[src/rtl/sar_operand_search_pkg.sv]
// Shared definitions for the successive-approximation operand search:
// operand width, FSM state encoding and the offset-binary encode/decode.
package sar_operand_search_pkg;

  localparam int WIDTH = 4;

  typedef logic [1:0] state_t;

  localparam state_t ST_IDLE  = 2'd0;
  localparam state_t ST_PROBE = 2'd1;
  localparam state_t ST_DONE  = 2'd2;
  localparam state_t ST_ERR   = 2'd3;

  // Offset-binary <-> two's complement is a flip of the sign bit, both ways.
  function automatic logic [WIDTH-1:0] offset_flip(input logic [WIDTH-1:0] v);
    offset_flip = v ^ {1'b1, {(WIDTH-1){1'b0}}};
  endfunction

endpackage

[src/rtl/sar_operand_search_trial_gen.sv]
// Trial-code register for the search: holds the offset-binary code and the
// bit index under test, and computes the keep/clear + next-bit update.
module sar_operand_search_trial_gen
  import sar_operand_search_pkg::*;
(
  input  logic             i_clk,
  input  logic             i_rst,
  input  logic             i_load,
  input  logic             i_step,
  input  logic             i_keep,
  output logic [WIDTH-1:0] o_code,
  output logic [WIDTH-1:0] o_code_next,
  output logic             o_last
);

  localparam int               IDX_W   = (WIDTH > 1) ? $clog2(WIDTH) : 1;
  localparam logic [IDX_W-1:0] IDX_TOP = IDX_W'(WIDTH - 1);

  logic [WIDTH-1:0] r_code;
  logic [IDX_W-1:0] r_idx;

  // Decide the bit under test, then arm the next lower bit as the new trial.
  always_comb begin
    o_code_next        = r_code;
    o_code_next[r_idx] = i_keep;
    if (r_idx != '0) begin
      o_code_next[r_idx - 1'b1] = 1'b1;
    end
  end

  always_ff @(posedge i_clk) begin
    if (i_rst) begin
      r_code <= '0;
      r_idx  <= '0;
    end else if (i_load) begin
      r_code <= {1'b1, {(WIDTH-1){1'b0}}};
      r_idx  <= IDX_TOP;
    end else if (i_step) begin
      r_code <= o_code_next;
      if (r_idx != '0) begin
        r_idx <= r_idx - 1'b1;
      end
    end
  end

  assign o_code = r_code;
  assign o_last = (r_idx == '0);

endmodule

[src/rtl/sar_operand_search.sv]
// Successive-approximation search that recovers the hidden A operand of an
// external signed comparator by driving trial values on out_B.
module sar_operand_search
  import sar_operand_search_pkg::*;
(
  input  logic             inp_clk,
  input  logic             inp_rst,
  input  logic             inp_start,
  input  logic             inp_AequalB,
  input  logic             inp_AgreaterB,
  input  logic             inp_BgreaterA,
  output logic [WIDTH-1:0] out_B,
  output logic             out_busy,
  output logic             out_done,
  output logic [WIDTH-1:0] out_result,
  output logic             out_err,
  output state_t           out_dbg_state
);

  // Handshake: a one-cycle inp_start is accepted in IDLE/DONE/ERR and ignored
  // in PROBE; out_done then stays high with out_result valid until the next
  // accepted start or reset. The comparator flags must settle within a cycle.

  state_t           r_state;
  logic [WIDTH-1:0] r_result;
  logic [WIDTH-1:0] w_code;
  logic [WIDTH-1:0] w_code_next;
  logic             w_last;
  logic             w_onehot;
  logic             w_load;
  logic             w_step;

  assign w_onehot = $onehot({inp_AequalB, inp_AgreaterB, inp_BgreaterA});
  assign w_load   = inp_start && (r_state != ST_PROBE);
  assign w_step   = (r_state == ST_PROBE) && w_onehot && !inp_AequalB;

  sar_operand_search_trial_gen u_trial_gen (
    .i_clk       (inp_clk),
    .i_rst       (inp_rst),
    .i_load      (w_load),
    .i_step      (w_step),
    .i_keep      (inp_AgreaterB),
    .o_code      (w_code),
    .o_code_next (w_code_next),
    .o_last      (w_last)
  );

  always_ff @(posedge inp_clk) begin
    if (inp_rst) begin
      r_state  <= ST_IDLE;
      r_result <= '0;
    end else begin
      case (r_state)
        ST_PROBE: begin
          if (!w_onehot) begin
            r_state <= ST_ERR;
          end else if (inp_AequalB) begin
            r_result <= out_B;
            r_state  <= ST_DONE;
          end else if (w_last) begin
            r_result <= offset_flip(w_code_next);
            r_state  <= ST_DONE;
          end
        end
        default: begin
          if (inp_start) begin
            r_state <= ST_PROBE;
          end
        end
      endcase
    end
  end

  assign out_B         = offset_flip(w_code);
  assign out_busy      = (r_state == ST_PROBE);
  assign out_done      = (r_state == ST_DONE);
  assign out_err       = (r_state == ST_ERR);
  assign out_result    = r_result;
  assign out_dbg_state = r_state;

endmodule

[config.mk]
export PLATFORM = sky130hd
export DESIGN_NAME = sar_operand_search
export DESIGN_NICKNAME = d
export VERILOG_FILES = /design/src/rtl/sar_operand_search_pkg.sv /design/src/rtl/sar_operand_search_trial_gen.sv /design/src/rtl/sar_operand_search.sv
export SDC_FILE = /design/constraint.sdc
export NUM_CORES = 1
export LEC_CHECK = 0
export ABC_AREA = 1
export BUFFER_PORTS_ARGS = -buffer_cell sky130_fd_sc_hd__buf_2
export CELL_PAD_IN_SITES_DETAIL_PLACEMENT = 0
export CELL_PAD_IN_SITES_GLOBAL_PLACEMENT = 2
export CORE_UTILIZATION = 25
export CTS_CLUSTER_SIZE = 16
export DETAILED_ROUTE_END_ITERATION = 7
export PLACE_DENSITY_LB_ADDON = 0.1
export SYNTH_ARGS = -nofsm -noshare
export SYNTH_HDL_FRONTEND = slang
export SYNTH_SLANG_ARGS = --single-unit
[constraint.sdc]
create_clock -name inp_clk -period 1.5 [get_ports inp_clk]
set_input_delay 0.15 -clock inp_clk [delete_from_list [all_inputs] [get_ports inp_clk]]
set_output_delay 0.15 -clock inp_clk [all_outputs]
set_load 0.005 [all_outputs]
# Word level (Yosys, flattened, before mapping)
# Cells that the tools add are included.
dict set report word_totals {
  wordCells 55
  out_inout_bits 13
  register_bits 12
}
dict set report op_classes {
  add_sub_neg 3
  eq_ne 6
  reduce_logical 16
  mux 18
  magnitude_cmp 4
  n_bitwise 3
}
# op count
set ops {}
lappend ops {{4-bit two-way mux} 5}
lappend ops {{2-bit two-way mux} 8}
lappend ops {{2-bit nonzero test} 5}
lappend ops {{2-bit by 3-bit < comparator with 1-bit output (second input constant)} 2}
lappend ops {{1-bit logical AND} 5}
lappend ops {{4-bit bitwise mux} 1}
lappend ops {{1-bit demux with 2-bit select} 2}
lappend ops {{2-bit by 1-bit == test with 1-bit output (second input constant)} 2}
lappend ops {{2-bit == test (second input constant)} 2}
lappend ops {{2-bit by 1-bit greater-or-equal comparator with 1-bit output (second input constant)} 2}
lappend ops {{4-bit by 3-bit != test with 1-bit output (second input constant)} 1}
lappend ops {{4-bit bitwise OR} 1}
lappend ops {{2-bit AND reduction} 2}
lappend ops {{3-bit AND reduction} 1}
lappend ops {{1-bit by 1-bit adder with 2-bit output} 1}
lappend ops {{2-bit by 1-bit adder with 2-bit output} 1}
lappend ops {{2-bit logical NOT} 1}
lappend ops {{1-bit two-way mux} 2}
lappend ops {{2-bit by 1-bit != test with 1-bit output (second input constant)} 1}
lappend ops {{1-bit NOT} 2}
lappend ops {{2-bit OR reduction} 1}
lappend ops {{2-bit by 1-bit subtractor with 2-bit output (second input constant)} 1}
lappend ops {{1-bit logical NOT} 1}

# Longest topological paths before layout
# Gate-level depths: netlist of run 1.
dict set report depth {
  word_depth 10
  mapped_depth 11
}

# By module
# A second synthesis of run 1 with hierarchy kept.
dict set report hier_totals {
  cells_unflattened 126
  area_unflattened_um2 840.8
}
# module area_each_um2 cells_each instances
set modules_own_cells {}
lappend modules_own_cells {sar_operand_search 420.4 64 1}
lappend modules_own_cells {sar_operand_search_trial_gen 420.4 62 1}

# Worst setup path before layout of run 1
# No wires, ideal clock.
dict set report synth_path {
  kind {input to register}
  start {input port inp_AequalB}
  end {register u_trial_gen.r_idx[1]}
  arrival_ns 1.465
  setup_ns 0.109
  cell_stages 11
  path_slack_ns -0.074
  n_path_buf 1
  path_cell_list {buf_4 clkinv_4 fa_1 inv_1 nand2_4 nor2_1 nand2_2 nand2_1 nand3_1 nand2_1 inv_1}
}
dict set report synth_between {
  elab_chain_cells 6
  elab_cells_between_ends 7
  classes_between {add/sub (1); eq/ne (1); reduce/logical (5)}
}
# item line_no
set synth_rtl {}
lappend synth_rtl {{start: declaration} sar_operand_search.sv:9} ;# input logic inp_AequalB,
lappend synth_rtl {{2-bit by 1-bit adder with 2-bit output (not written as such)} sar_operand_search.sv:33} ;# assign w_onehot = $onehot({inp_AequalB, inp_AgreaterB, inp_BgreaterA});
lappend synth_rtl {{2-bit by 1-bit == test with 1-bit output} sar_operand_search.sv:33}
lappend synth_rtl {{1-bit logical AND} sar_operand_search.sv:35} ;# assign w_step = (r_state == ST_PROBE) && w_onehot && !inp_AequalB;
lappend synth_rtl {{1-bit logical AND *} sar_operand_search.sv:35}
lappend synth_rtl {{2-bit nonzero test (no line) *} n/a}
lappend synth_rtl {{2-bit AND reduction (no line) *} n/a}
lappend synth_rtl {{end signal: assignment} sar_operand_search_trial_gen.sv:41} ;# r_idx <= r_idx - 1'b1;
lappend synth_rtl {{end: declaration} sar_operand_search_trial_gen.sv:20} ;# logic [IDX_W-1:0] r_idx;
# Every way passes the cells marked *; elsewhere a longest branch is shown, timed or not.
# A chain may end at the register's enable or synchronous reset.

# Worst setup path after layout of run 1
dict set report layout_path {
  start {register u_trial_gen.r_idx[0]}
  end {register u_trial_gen.r_code[1], in the netlist u_trial_gen.o_code[1]}
}
dict set report layout_between {
  elab_chain_cells 7
  elab_cells_between_ends 15
  classes_between {add/sub (1); order compare (4); mux (6); bitwise (1); reduce/logical (3)}
}
# item line_no
set layout_rtl {}
lappend layout_rtl {{2-bit by 1-bit subtractor with 2-bit output (tied with other cells)} sar_operand_search_trial_gen.sv:27} ;# o_code_next[r_idx - 1'b1] = 1'b1;
lappend layout_rtl {{2-bit by 3-bit < comparator with 1-bit output (not written as such) (tied with other cells)} sar_operand_search_trial_gen.sv:27}
lappend layout_rtl {{1-bit logical AND (not written as such) or 1-bit two-way mux (tied branches)} {sar_operand_search_trial_gen.sv:27, sar_operand_search_trial_gen.sv:25}}
lappend layout_rtl {{1-bit two-way mux (not written as such) or 1-bit demux with 2-bit select (tied branches)} n/a}
lappend layout_rtl {{1-bit demux with 2-bit select or 4-bit bitwise mux (tied branches)} n/a}
lappend layout_rtl {{4-bit bitwise OR (no line)} n/a}
lappend layout_rtl {{4-bit two-way mux *} sar_operand_search_trial_gen.sv:26} ;# if (r_idx != '0) begin
lappend layout_rtl {{end signal: assignment} sar_operand_search_trial_gen.sv:36} ;# r_code <= {1'b1, {(WIDTH-1){1'b0}}};
lappend layout_rtl {{end signal: assignment} sar_operand_search_trial_gen.sv:39} ;# r_code <= o_code_next;
lappend layout_rtl {{end: declaration} sar_operand_search_trial_gen.sv:19} ;# logic [WIDTH-1:0] r_code;
# Marked as above.

==> results of run 1 <==
-- state kept, by name (all words and copies together) (netlist names) --
name / flops
out_result: 4
u_trial_gen.o_code: 4
out_dbg_state: 2
u_trial_gen.r_idx: 2
-- area by class of cell --
cell class / instances / area (um^2) / share of cell area [%]
Inverter: 24 / 96.3 / 9.14
Timing Repair Buffer: 26 / 150 / 14.3
Clock buffer: 3 / 22.5 / 2.14
Sequential cell: 12 / 240 / 22.8
Multi-Input combinational cell: 90 / 489 / 46.4
Tap cell: 44 / 55.1 / 5.23
-- synthesized netlist by cell type (all sizes together) --
cell type  count
nand2         46
inv           22
nor2          16
dfxtp         12
nand3          9
a21oi          6
o21ai          5
buf            4
ha             4
clkinv         2
a21boi         1
fa             1
nor3           1
or2            1
-- worst max path at each step --
stage	endpoint	from
after floorplan	u_trial_gen.r_idx[1]	inp_AequalB
after global placement	u_trial_gen.r_idx[1]	inp_AequalB
after detailed placement	u_trial_gen.r_idx[1]	inp_AequalB
after CTS	out_result[2]	u_trial_gen.r_idx[0]
after global routing	out_result[2]	u_trial_gen.r_idx[0]
final	u_trial_gen.o_code[1]	u_trial_gen.r_idx[0]
-- layer usage --
metal / vias up / global-route usage (%) / part of all wire (%)
li1: 440 / - / -
met1: 366 / 14.4 / 47
met2: 13 / 20.7 / 47
met3: 2 / 4.90 / 5.1
met4: 0 / 3.90 / 0.97
met5: - / 0 / 0
-- per-stage QoR --
stage | worst slack, ns | instance area [um^2]
CTS | 0.162 | 1050
finish | 0.158 | 1050
floorplan | 0.0212 | 860
global placement | -0.0520 | 1030
global route | 0.0444 | 1050
detailed placement | -0.0445 | 1030
-- power by group through the flow --
stage / clock, uW / combinational [uW] / sequential (uW)
after detailed placement: 0 / 259 / 364
after CTS: 211 / 260 / 356
after global routing: 227 / 291 / 359
final: 200 / 255 / 356
after floorplan: 0 / 167 / 366
after global placement: 0 / 262 / 364
-- kinds of logic (layout without fill, tap and decap cells) --
group | Yosys count | in the layout | share of synthesized area [%]
and+or+nand+nor | 73 | 73 | 41.1
buffers and inverters | 28 | 53 | 14.8
AOI/OAI and AO/OA | 12 | 12 | 7.77
DFF | 12 | 12 | 28.2
adders and majority gates | 5 | 5 | 8.21
==> flow_summary.ini, run 1 <==
[timing]
period_share_pct = 89.5
finalHoldViolations = 0
tns_ns = 0
holdWs_ns = 0.0863
max_slew.worst_pin.slew_ns = 0.298
slew_viol_final = 0
fmax_ghz = 0.745
setup_viol = 0
rsz0062_at_grt = no
slew_headroom_pct = 80.2
fin_skew_ns = 0.00629
period_minus_slack_ns = 1.34

[pwr]
comb_power_share_pct = 31.5
power_density_mw_per_mm2 = 770
p_leak_uw = 0.000603
seqPwrFrac_pct = 43.9
power.switching_uw = 275
p_total_uw = 811
clockPowerShare_pct = 24.6
switching_share_pct = 33.9
p_int_uw = 536
ir_drop_uv = 356

[worst_setup_path]
cp_top_family = simple AND/OR/NAND/NOR gates
cp-end-kind = flip-flop
slowest_stage = dfxtp_1
worst_ep_required_time_ns = 1.67
rrSetupSlack_ns = 0.16
r2r-start = u_trial_gen.r_idx[0]
critical_path_class = reg -> reg
cp.arrival_ns = 1.51
critPathBufInv = 1
slowest_delay_ns = 0.31
worst_path_most_repeated_cell = nor2_1
crit_path_start_kind = flip-flop
reg2reg_to = u_trial_gen.o_code[1]
critPathMaxFanout = 3
r2r_cells = 7
worstSetupPathDepth = 7
crit_chain = buf_4 -> ha_1 -> or2_2 -> nand3_1 -> nand2_1 -> nor2_1 -> nor2_1

[clock_tree]
cts_resized = 0
clk_latency_ns = 0.27
path_clk_slew_ns = 0.08
cts-root-buf = clkbuf_4
cts-hold-fix-buffers = 0
cts_setup_buffers = 0
clock_sink_count = 12
cts_tree = built
cts_max_path_buffers = 2
cts_buffers = 3
cts_max_level = 1

[final_layout]
syn_to_final_growth_pct = 23.5
antenna_cells = 0
final_common_cell = nand2_1
final_cells = 199
layout_common_cells = nand2_1 (39), inv_1 (22), buf_2 (18)
finalNetCount = 168
layout-drive-gt1-share_pct = 27.7
nFillCells = 377
final_util_pct = 33.4

[routing]
antenna_left = 0
dr.first_iter.drc_count = 29
wl_um = 1960
vias_per_cell = 4.13
route.detailed.drc = 0
first_pass_iters = 4
vias = 821
routedWlPerCell_um = 9.84

[synthesis]
syn-cell-area_um2 = 853
ys_seq_area_share_pct = 28.2
synth.ff_latch_count = 12
netlist_instances = 130
syn_nets = 141
ys_types = 19
yosysTopAreaCellShare_pct = 28.2
avgSynthCellArea_um2 = 6.56
synth.area.top_cells = dfxtp_1 (28%), nand2_1 (17%), inv_1 (9.7%), nor2_1 (6.2%), ha_1 (5.9%)
yosysWarnings = 0
synth_area_leader_cell = dfxtp_1

[global_route]
grt.total_usage_pct = 12.3
grt_start_max_net_pins = 8
grt_pass1_vias = 732
grt_pass1_wl_um = 3220
overflow = 0
antenna_found_initial = 0

[die]
die_h_um = 60.4
chipWidth_um = 60.4
initial_core_util_pct = 27.1
row_count = 20
die-area_mm2 = 0.00365
core_area_mm2 = 0.00315
num_io_pins = 19

[hold_path]
holdPathStages = 2
min_delay_worst_endpoint = out_dbg_state[0]
min_from = inp_rst
hold_path.class = in -> reg

[run_status]
status = finished clean

[placement]
place_congestion = 0.813
placed_cells = 196
hpwl_um = 1630
io_buffers = 18

[job]
cap_violations = 0
No activity file was read; power rests on OpenSTA's default activity.
==> run 2, diff against run 1 <==
--- a/config.mk
+++ b/config.mk
@@ -15,4 +15,5 @@
 export PLACE_DENSITY_LB_ADDON = 0.1
 export SYNTH_ARGS = -nofsm -noshare
 export SYNTH_HDL_FRONTEND = slang
+export SYNTH_HIERARCHICAL = 1
 export SYNTH_SLANG_ARGS = --single-unit
==> flow_summary.ini, run 2 <==
[run_status]
status = finished clean

[die]
num_io_pins = 19
row_count = 20
chipWidth_um = 60.0
initial_core_util_pct = 26.9
die_h_um = 60.0
die-area_mm2 = 0.00360
core_area_mm2 = 0.00313

[timing]
period_share_pct = 91.6
rsz0062_at_grt = no
fin_skew_ns = 0.00574
finalHoldViolations = 0
setup_viol = 0
period_minus_slack_ns = 1.37
max_slew.worst_pin.slew_ns = 0.298
fmax_ghz = 0.728
slew_headroom_pct = 80.1
slew_viol_final = 0

[placement]
io_buffers = 18
place_area_mm2 = 0.00104
place_congestion = 0.716
hpwl_um = 1530

[clock_tree]
path_clk_slew_ns = 0.08
cts-root-buf = clkbuf_4
cts-hold-fix-buffers = 0
clk_latency_ns = 0.27
cts_max_level = 1
cts_tree = built
cts_buffers = 3
cts_max_path_buffers = 2
clock_sink_count = 12

[routing]
antenna_left = 0
vias = 786
route.detailed.drc = 0
dr.first_iter.drc_count = 32
vias_per_cell = 3.91
routedWlPerCell_um = 9.62
first_pass_iters = 4
wl_um = 1930

[global_route]
overflow = 0
grt.total_usage_pct = 12.9
antenna_found_initial = 0
grt_start_max_net_pins = 11
grt_pass1_wl_um = 3440
grt_pass1_vias = 773

[synthesis]
synth.area.top_cells = dfxtp_1 (29%), nand2_1 (17%), inv_1 (9.8%), nor2_1 (7.6%), ha_1 (6.0%)
synthTopCellsByCount = nand2_1 (37), inv_1 (22), nor2_1 (17)
yosysWarnings = 6
netlist_instances = 126
async_reset_ff_share_pct = 0
syn_nets = 137
synth_area_leader_cell = dfxtp_1
ys_types = 23
synth.ff_latch_count = 12
avgSynthCellArea_um2 = 6.67
synth_edf_count = 0
synth-main-ff-cell = dfxtp_1
yosysMostFrequentCell = nand2_1
yosysTopAreaCellShare_pct = 28.6
ys_seq_area_share_pct = 28.6
syn-cell-area_um2 = 841

[pwr]
power_density_mw_per_mm2 = 743
ir_drop_uv = 216
p_leak_uw = 0.000603
power.switching_uw = 278
seqPwrFrac_pct = 43.5
p_int_uw = 542
clockPowerShare_pct = 25.0
switching_share_pct = 33.9
comb_power_share_pct = 31.4

[final_layout]
final_util_pct = 35.3
final_common_cell = nand2_1
finalNetCount = 170
layout-drive-gt1-share_pct = 35.0
layout_common_cells = nand2_1 (37), inv_1 (22), buf_2 (18)
antenna_cells = 0
postLayoutCellArea_mm2 = 0.00110
nFillCells = 366
syn_to_final_growth_pct = 31.3

[worst_setup_path]
crit_path_start_kind = input pin
cp.arrival_ns = 1.55
cp_top_family = adder cells
slowest_delay_ns = 0.58
critPathMaxFanout = 6
crit_chain = buf_2 -> inv_1 -> fa_1 -> nor2_4 -> nand2_1 -> nor2_2 -> buf_6 -> buf_4 -> o21a_1 -> nand2_1 -> inv_1
cp-startpoint = inp_BgreaterA
worstSetupPathDepth = 11
rrSetupSlack_ns = 0.15
r2r_cells = 8
critical_path_class = in -> reg
crit_end = u_trial_gen/o_code[1]
slowest_stage = fa_1
worst_ep_required_time_ns = 1.67
cp-end-kind = flip-flop
reg2reg_to = u_trial_gen/o_code[1]
r2r-start = out_dbg_state[1]
critPathBufInv = 5

[hold_path]
hold_path.class = in -> reg

[job]
cap_violations = 0
run 2: changes by cell type after synthesis, moves of 3 or more:
cell	previous run	this run
buf_4	4	0
inv_2	0	4
nand2_2	3	0
nor2_1	14	17
a21oi_2	0	3
nand3_1	9	3
run 2: worst min path at each step:
stage,from,end,slack [ns],cells past startpoint
floorplan,inp_rst,u_trial_gen/r_idx[1],0.21,1
global placement,inp_rst,u_trial_gen/r_idx[1],0.42,2
detailed placement,inp_rst,u_trial_gen/r_idx[1],0.42,2
CTS,inp_rst,u_trial_gen/r_idx[1],0.11,2
global route,inp_rst,u_trial_gen/r_idx[1],0.13,2
finish,inp_rst,u_trial_gen/r_idx[1],0.13,2
run 2: area by class of cell:
cell class / count / area, um^2 / area share, %
multi-input combinational: 85 / 485 / 44.0
sequential: 12 / 243 / 22.0
timing repair buffer: 29 / 176 / 16.0
inverter: 28 / 121 / 11.0
tap: 44 / 55.1 / 4.99
clock buffer: 3 / 22.5 / 2.04
run 2: power by group through the flow:
stage / logic (uW) / registers, uW / clock network [uW]
after detailed placement: 252 / 364 / 0
after CTS: 253 / 356 / 222
final: 258 / 357 / 205
after global placement: 255 / 363 / 0
after global routing: 298 / 360 / 231
after floorplan: 158 / 367 / 0
run 2: cell families after synthesis:
kind of cell	synth area share, %
adder cells (fa/ha/maj)	8.33
buffers and inverters	15.5
AO/OA/AOI/OAI	12.5
flip-flops	28.6
AND/OR/NAND/NOR	35.1
run 2: layer usage:
metal | vias to the layer above | wire length, um | GRT usage [%]
li1 | 441 | - | -
met1 | 332 | 980 | 16.7
met2 | 11 | 892 | 21.4
met3 | 2 | 41 | 1.95
met4 | 0 | 19 | 4.98
met5 | - | 0 | 0
run 2: worst register-to-register path, cell delays in order (launching register included):
cell	delay [ns]
dfxtp_1	0.50
nor2_8	0.09
nand2_1	0.09
nor2_2	0.04
buf_6	0.12
buf_4	0.14
o21a_1	0.17
nand2_1	0.06
inv_1	0.03
run 2: repair_timing:
item | CTS | global route
gates resized for setup | 0 | 10
endpoints found under the setup margin | 0 | 6
buffers inserted | 0 | 2
run 2: per-stage QoR:
| stage | setup TNS (ns) | instances | power, uW | setup slack (ns) | hold slack [ns] |
|---|---|---|---|---|---|
| 2_1_floorplan | -0.0388 | 126 | 525 | -0.0388 | 0.212 |
| 3_3_place_gp | -0.361 | 196 | 617 | -0.135 | 0.423 |
| 3_5_place_dp | -0.553 | 196 | 616 | -0.168 | 0.417 |
| 4_1_cts | 0 | 199 | 831 | 0.0282 | 0.115 |
| 5_1_grt | 0 | 201 | 890 | 0.00835 | 0.125 |
| 6_report | 0 | 201 | 820 | 0.126 | 0.126 |
